<file path="src/rtl/wb_arbiter_pkg.sv">
// Shared writeback-pipeline definitions: register and data widths and the
// {address, data} request carried through the long-latency result queue.
package wb_arbiter_pkg;
    localparam int REG_W  = 5;
    localparam int DATA_W = 32;

    typedef struct packed {
        logic [REG_W-1:0]  wa;
        logic [DATA_W-1:0] wd;
    } wb_req_t;
endpackage

</file>
<file path="src/rtl/wb_fifo.sv">
// Synchronous circular FIFO of writeback requests. The pointers carry one
// extra wrap bit, so full and empty are told apart without a separate flag.
module wb_fifo
    import wb_arbiter_pkg::*;
#(
    parameter int DEPTH = 4
) (
    input  logic                     clk,
    input  logic                     rst,
    input  logic                     push,
    input  wb_req_t                  din,
    input  logic                     pop,
    output wb_req_t                  dout,
    output logic                     full,
    output logic                     empty,
    output logic [$clog2(DEPTH):0]   count
);
    localparam int AW = $clog2(DEPTH);

    wb_req_t       mem [DEPTH];
    logic [AW:0]   wr_ptr;
    logic [AW:0]   rd_ptr;
    logic          do_push;
    logic          do_pop;

    assign empty   = (wr_ptr == rd_ptr);
    assign full    = (wr_ptr[AW-1:0] == rd_ptr[AW-1:0]) && (wr_ptr[AW] != rd_ptr[AW]);
    assign do_push = push && !full;
    assign do_pop  = pop && !empty;
    assign dout    = mem[rd_ptr[AW-1:0]];

    // Storage array; contents need no reset because the pointers gate reads.
    always_ff @(posedge clk) begin
        if (do_push) begin
            mem[wr_ptr[AW-1:0]] <= din;
        end
    end

    // Pointer and count bookkeeping.
    always_ff @(posedge clk) begin
        if (rst) begin
            wr_ptr <= '0;
            rd_ptr <= '0;
            count  <= '0;
        end else begin
            if (do_push) wr_ptr <= wr_ptr + 1'b1;
            if (do_pop)  rd_ptr <= rd_ptr + 1'b1;
            case ({do_push, do_pop})
                2'b10:   count <= count + 1'b1;
                2'b01:   count <= count - 1'b1;
                default: count <= count;
            endcase
        end
    end
endmodule

</file>
<file path="src/rtl/wb_arbiter.sv">
// Writeback arbiter: merges single-cycle ALU results with queued
// long-latency results onto the single register-file write port, and keeps
// the busy scoreboard of registers owed by in-flight long-latency ops.
// Handshake: an MDU result transfers on a rising edge where mdu_valid and
// mdu_ready are both high; mdu_ready depends only on registered queue state
// and rst, never on mdu_valid. The ALU side has no backpressure.
module wb_arbiter
    import wb_arbiter_pkg::*;
#(
    parameter int DEPTH = 4
) (
    input  logic                     clk,
    input  logic                     rst,
    input  logic                     alu_valid,
    input  logic [4:0]               alu_wa,
    input  logic [31:0]              alu_wd,
    input  logic                     issue_valid,
    input  logic [4:0]               issue_wa,
    input  logic                     mdu_valid,
    output logic                     mdu_ready,
    input  logic [4:0]               mdu_wa,
    input  logic [31:0]              mdu_wd,
    input  logic [4:0]               rs,
    input  logic [4:0]               rt,
    output logic                     rs_busy,
    output logic                     rt_busy,
    output logic                     we,
    output logic [4:0]               wa,
    output logic [31:0]              wd,
    output logic [$clog2(DEPTH):0]   occupancy,
    output logic                     waw_err
);
    wb_req_t      din;
    wb_req_t      head;
    logic         full;
    logic         empty;
    logic         push;
    logic         pop;
    logic         sel_valid;
    logic [4:0]   sel_wa;
    logic [31:0]  sel_wd;
    logic         sel_we;
    logic [31:0]  busy;
    logic [31:0]  busy_next;

    // A full queue refuses a push even in a cycle where it also pops.
    assign mdu_ready = !full && !rst;
    assign push      = mdu_valid && mdu_ready;
    assign pop       = !empty && !alu_valid;
    assign din.wa    = mdu_wa;
    assign din.wd    = mdu_wd;

    wb_fifo #(.DEPTH(DEPTH)) u_fifo (
        .clk   (clk),
        .rst   (rst),
        .push  (push),
        .din   (din),
        .pop   (pop),
        .dout  (head),
        .full  (full),
        .empty (empty),
        .count (occupancy)
    );

    // Priority select: ALU first, then queue head.
    always_comb begin
        sel_valid = 1'b0;
        sel_wa    = alu_wa;
        sel_wd    = alu_wd;
        if (alu_valid) begin
            sel_valid = 1'b1;
        end else if (pop) begin
            sel_valid = 1'b1;
            sel_wa    = head.wa;
            sel_wd    = head.wd;
        end
    end

    // Writes to r0 are dropped; the popped entry is still consumed.
    assign sel_we = sel_valid && (sel_wa != 5'd0);

    // Registered write port; address and data hold while idle.
    always_ff @(posedge clk) begin
        if (rst) begin
            we <= 1'b0;
            wa <= '0;
            wd <= '0;
        end else begin
            we <= sel_we;
            if (sel_we) begin
                wa <= sel_wa;
                wd <= sel_wd;
            end
        end
    end

    // Scoreboard update: clear on pop, then set on issue so set wins.
    always_comb begin
        busy_next = busy;
        if (pop)         busy_next[head.wa]  = 1'b0;
        if (issue_valid) busy_next[issue_wa] = 1'b1;
        busy_next[0] = 1'b0;
    end

    // Scoreboard register.
    always_ff @(posedge clk) begin
        if (rst) busy <= '0;
        else     busy <= busy_next;
    end

    assign rs_busy = busy[rs];
    assign rt_busy = busy[rt];

    // Sticky flag for an ALU write landing on a register still owed by the MDU.
    always_ff @(posedge clk) begin
        if (rst) begin
            waw_err <= 1'b0;
        end else if (alu_valid && (alu_wa != 5'd0) && busy[alu_wa]) begin
            waw_err <= 1'b1;
        end
    end
endmodule

</file>
<file path="config.mk">
export PLATFORM = sky130hd
export DESIGN_NAME = wb_arbiter
export DESIGN_NICKNAME = d
export VERILOG_FILES = /design/src/rtl/wb_arbiter_pkg.sv /design/src/rtl/wb_fifo.sv /design/src/rtl/wb_arbiter.sv
export SDC_FILE = /design/constraint.sdc
export NUM_CORES = 1
export LEC_CHECK = 0
export ABC_AREA = 1
export BUFFER_PORTS_ARGS = -buffer_cell sky130_fd_sc_hd__buf_2
export CORE_MARGIN = 2
export CORE_UTILIZATION = 30
export CTS_BUF_LIST = sky130_fd_sc_hd__clkbuf_16
export DETAILED_ROUTE_END_ITERATION = 10
export PLACE_DENSITY = 0.46
export SYNTH_ARGS = -nofsm -noshare
export SYNTH_HDL_FRONTEND = slang
export SYNTH_SLANG_ARGS = --single-unit
</file>
<file path="constraint.sdc">
create_clock -name clk -period 3 [get_ports clk]
set_input_delay 0 -clock clk [delete_from_list [all_inputs] [get_ports clk]]
set_output_delay 0 -clock clk [all_outputs]
set_load 0.005 [all_outputs]
</file>
==> qor.csv <==
stage;metric;value;unit
run;maxCapViolCount;0;
layout;final_cell_mix;284 x nand2_1, 173 x nor2_1, 148 x edfxtp_1;
sta;finalWorstSetupSlack;692;ps
place;port_buffers;138;
pwr;p_leak;5.29;nW
yosys;synth.avg_cell_area;8.82;um^2
clock_network;cts_hold_buf;86;
critical_path;end_kind;register;
clock_network;path_clk_slew;60;ps
layout;syn_to_final_growth;29.7;%
hold_path;holdCritPathClass;primary input to register;
sta;finalSetupTns;0;ps
clock_network;post_cts_buffers;0;
place;hpwl;18800;um
pwr;p_per_area;638;mW/mm^2
hold_path;holdPathStages;7;
floorplanning;floorplan.initialDensity;30.3;%
yosys;synth_cell_types;33;
global_routing;overflow;0;
clock_network;cts_root_buffer;clkbuf_16;
pwr;power;0.00839;W
sta;hold_viol_final;0;
layout;fin_util;39.3;%
clock_network;cts_tree;yes;
clock_network;numCtsBuffers;26;
clock_network;cts_max_path_buffers;3;
sta;worst_slew_margin_rel;37.2;%
layout;mostFrequentLayoutCell;nand2_1;
layout;drive_above_1_share;14.9;%
sta;rsz0062_at_grt;no;
hold_path;worstHoldStart;alu_wa[4];
clock_network;cts_max_level;1;
route;drtIter0Drc;462;
critical_path;reg2reg_from;busy[15];
critical_path;cp_max_fo;4;
route;wl_per_cell;16.0;um
place;gp_congestion;0.818;
global_routing;track_usage;16.4;%
outcome;status;complete, no violations;
route;avgViaCountPerCell;4.64;
sta;min_period;2310;ps
route;ant_nets;0;
place;post-place-ws;708;ps
floorplanning;die_h;188;um
floorplanning;die_w;188;um
yosys;syn-num-nets;1251;
layout;n_fill_cell;3362;
critical_path;r2r_cells;8;
global_routing;grt_pass1_vias;8154;
route;drcViolationCount;0;
floorplanning;die_area;0.0353;mm^2
pwr;ir_worst_vdd;0.000393;V
critical_path;worst_ep_required_time;3450;ps
sta;fmax;433;MHz
global_routing;grt_pass1_wl;45900;um
critical_path;r2r_slack;690;ps
layout;n_antenna_cell;0;
global_routing;grt_max_degree;47;
sta;fin_crit_sh;76.9;%
hold_path;min_to;wa[4];
sta;tightest_slew;935;ps
clock_network;cts-resized-gates;0;
route;num_vias;8526;
yosys;netlist_instances;1150;
floorplanning;design.portCount;139;
clock_network;clkSinkCount;229;
critical_path;worst-setup-path-type;register to register;
sta;drv_slew;0;
critical_path;rr_endpoint;waw_err;
critical_path;worstPathArrival;2760;ps
clock_network;clk_latency;530;ps
critical_path;startpoint_type;register;
floorplanning;rows;67;
floorplanning;coreArea;0.0334;mm^2
sta;finalClockSkew;12.6;ps
yosys;ys_seq_area_share;59.8;%
layout;layout.nets;1471;
global_routing;antenna_found_initial;1;
yosys;yosysWarnings;0;
yosys;netlist_area;0.0101;mm^2
yosys;ys_ff_latch;229;
sta;setup_violations;0;
route;first_pass_iters;5;
route;totalWireLength;29500;um
## critical path, stage by stage, from the launching register on
cell and delay [ps]:
dfxtp_1 430, nor2_1 80, o211ai_1 270, nand3_1 120, nand3_1 90, dlygate4sd3_1 540, nand2_1 50, dlygate4sd3_1 550
a21oi_1 120
## layout make-up
cell class	instances	area [um^2]	share of cell area (%)
clock buffer	26	651	4.94
sequential	229	6070	46.1
tap	448	561	4.26
multi-input combinational	778	3550	26.9
inverter	92	345	2.62
clock inverter	22	231	1.76
timing repair buffer	243	1760	13.4
## Yosys cell counts, drive strengths merged
cell	count	area, um^2
a21boi	1	7.51
a21oi	61	305
a31oi	1	6.26
buf	13	82.6
clkbuf	38	143
clkinv	6	22.5
dfxtp	81	1620
edfxtp	148	4440
fa	1	20.0
ha	6	75.1
inv	86	323
nand2	285	1070
nand3	30	155
nand4	2	12.5
nor2	177	664
nor3	9	45.0
o2111ai	2	17.5
o211ai	11	82.6
o21a	2	15.0
o21ai	147	736
o21bai	1	11.3
o221ai	5	43.8
o22ai	33	206
o31ai	2	15.0
o41ai	1	8.76
xor2	1	8.76
## kinds of logic after synthesis
| kind of cell | share of synthesized area [%] |
|---|---|
| and+or+nand+nor | 19.2 |
| AOI/OAI and AO/OA | 14.3 |
| DFF | 59.8 |
| buffers and inverters | 5.62 |
| adders and majority gates | 0.937 |
| xor gates and xnor gates | 0.0864 |
## routing by layer
layer	wire (um)	part of all wire, %	global-route usage (%)	vias to the layer above
met5	12	0.041	0	-
met3	1290	4.4	2.23	37
met1	13700	47	22.3	3977
met4	547	1.9	3.97	2
met2	13900	47	27.8	193
li1	-	-	-	4317
## power breakdown
part	switching [W]	leakage [nW]	total [W]	internal, W
sequential	0.0000989	2.01	0.00363	0.00353
combinational	0.000949	2.82	0.00150	0.000551
clock	0.00126	0.458	0.00326	0.00200
## flip-flops by register name, indices dropped and copies added, names as in the netlist, named ones only
name	count
wd	32
busy	31
u_fifo.mem	148
u_fifo.count	3
wa	5
waw_err	1
u_fifo.rd_ptr	3
we	1
u_fifo.wr_ptr	3
## stage by stage
stage          instances  cell area [um^2]  hold WS (ps)
3_3_place_gp        1704             11400           219
4_1_cts             1838             13200          44.0
5_1_grt             1838             13200          93.2
3_5_place_dp        1704             11400           217
6_report            1838             13200          69.6
2_1_floorplan       1150             10100          98.9
## worst max-delay path by stage
stage	start	to	slack (ps)
after floorplan	u_fifo.wr_ptr[0]	u_fifo.mem[3][0]	30
after global placement	u_fifo.wr_ptr[1]	wa[3]	760
after detailed placement	u_fifo.wr_ptr[0]	wd[0]	710
after CTS	u_fifo.wr_ptr[0]	wd[24]	690
after global routing	u_fifo.wr_ptr[1]	wa[4]	420
final	busy[15]	waw_err	690
(Power assumes the default switching activity.)
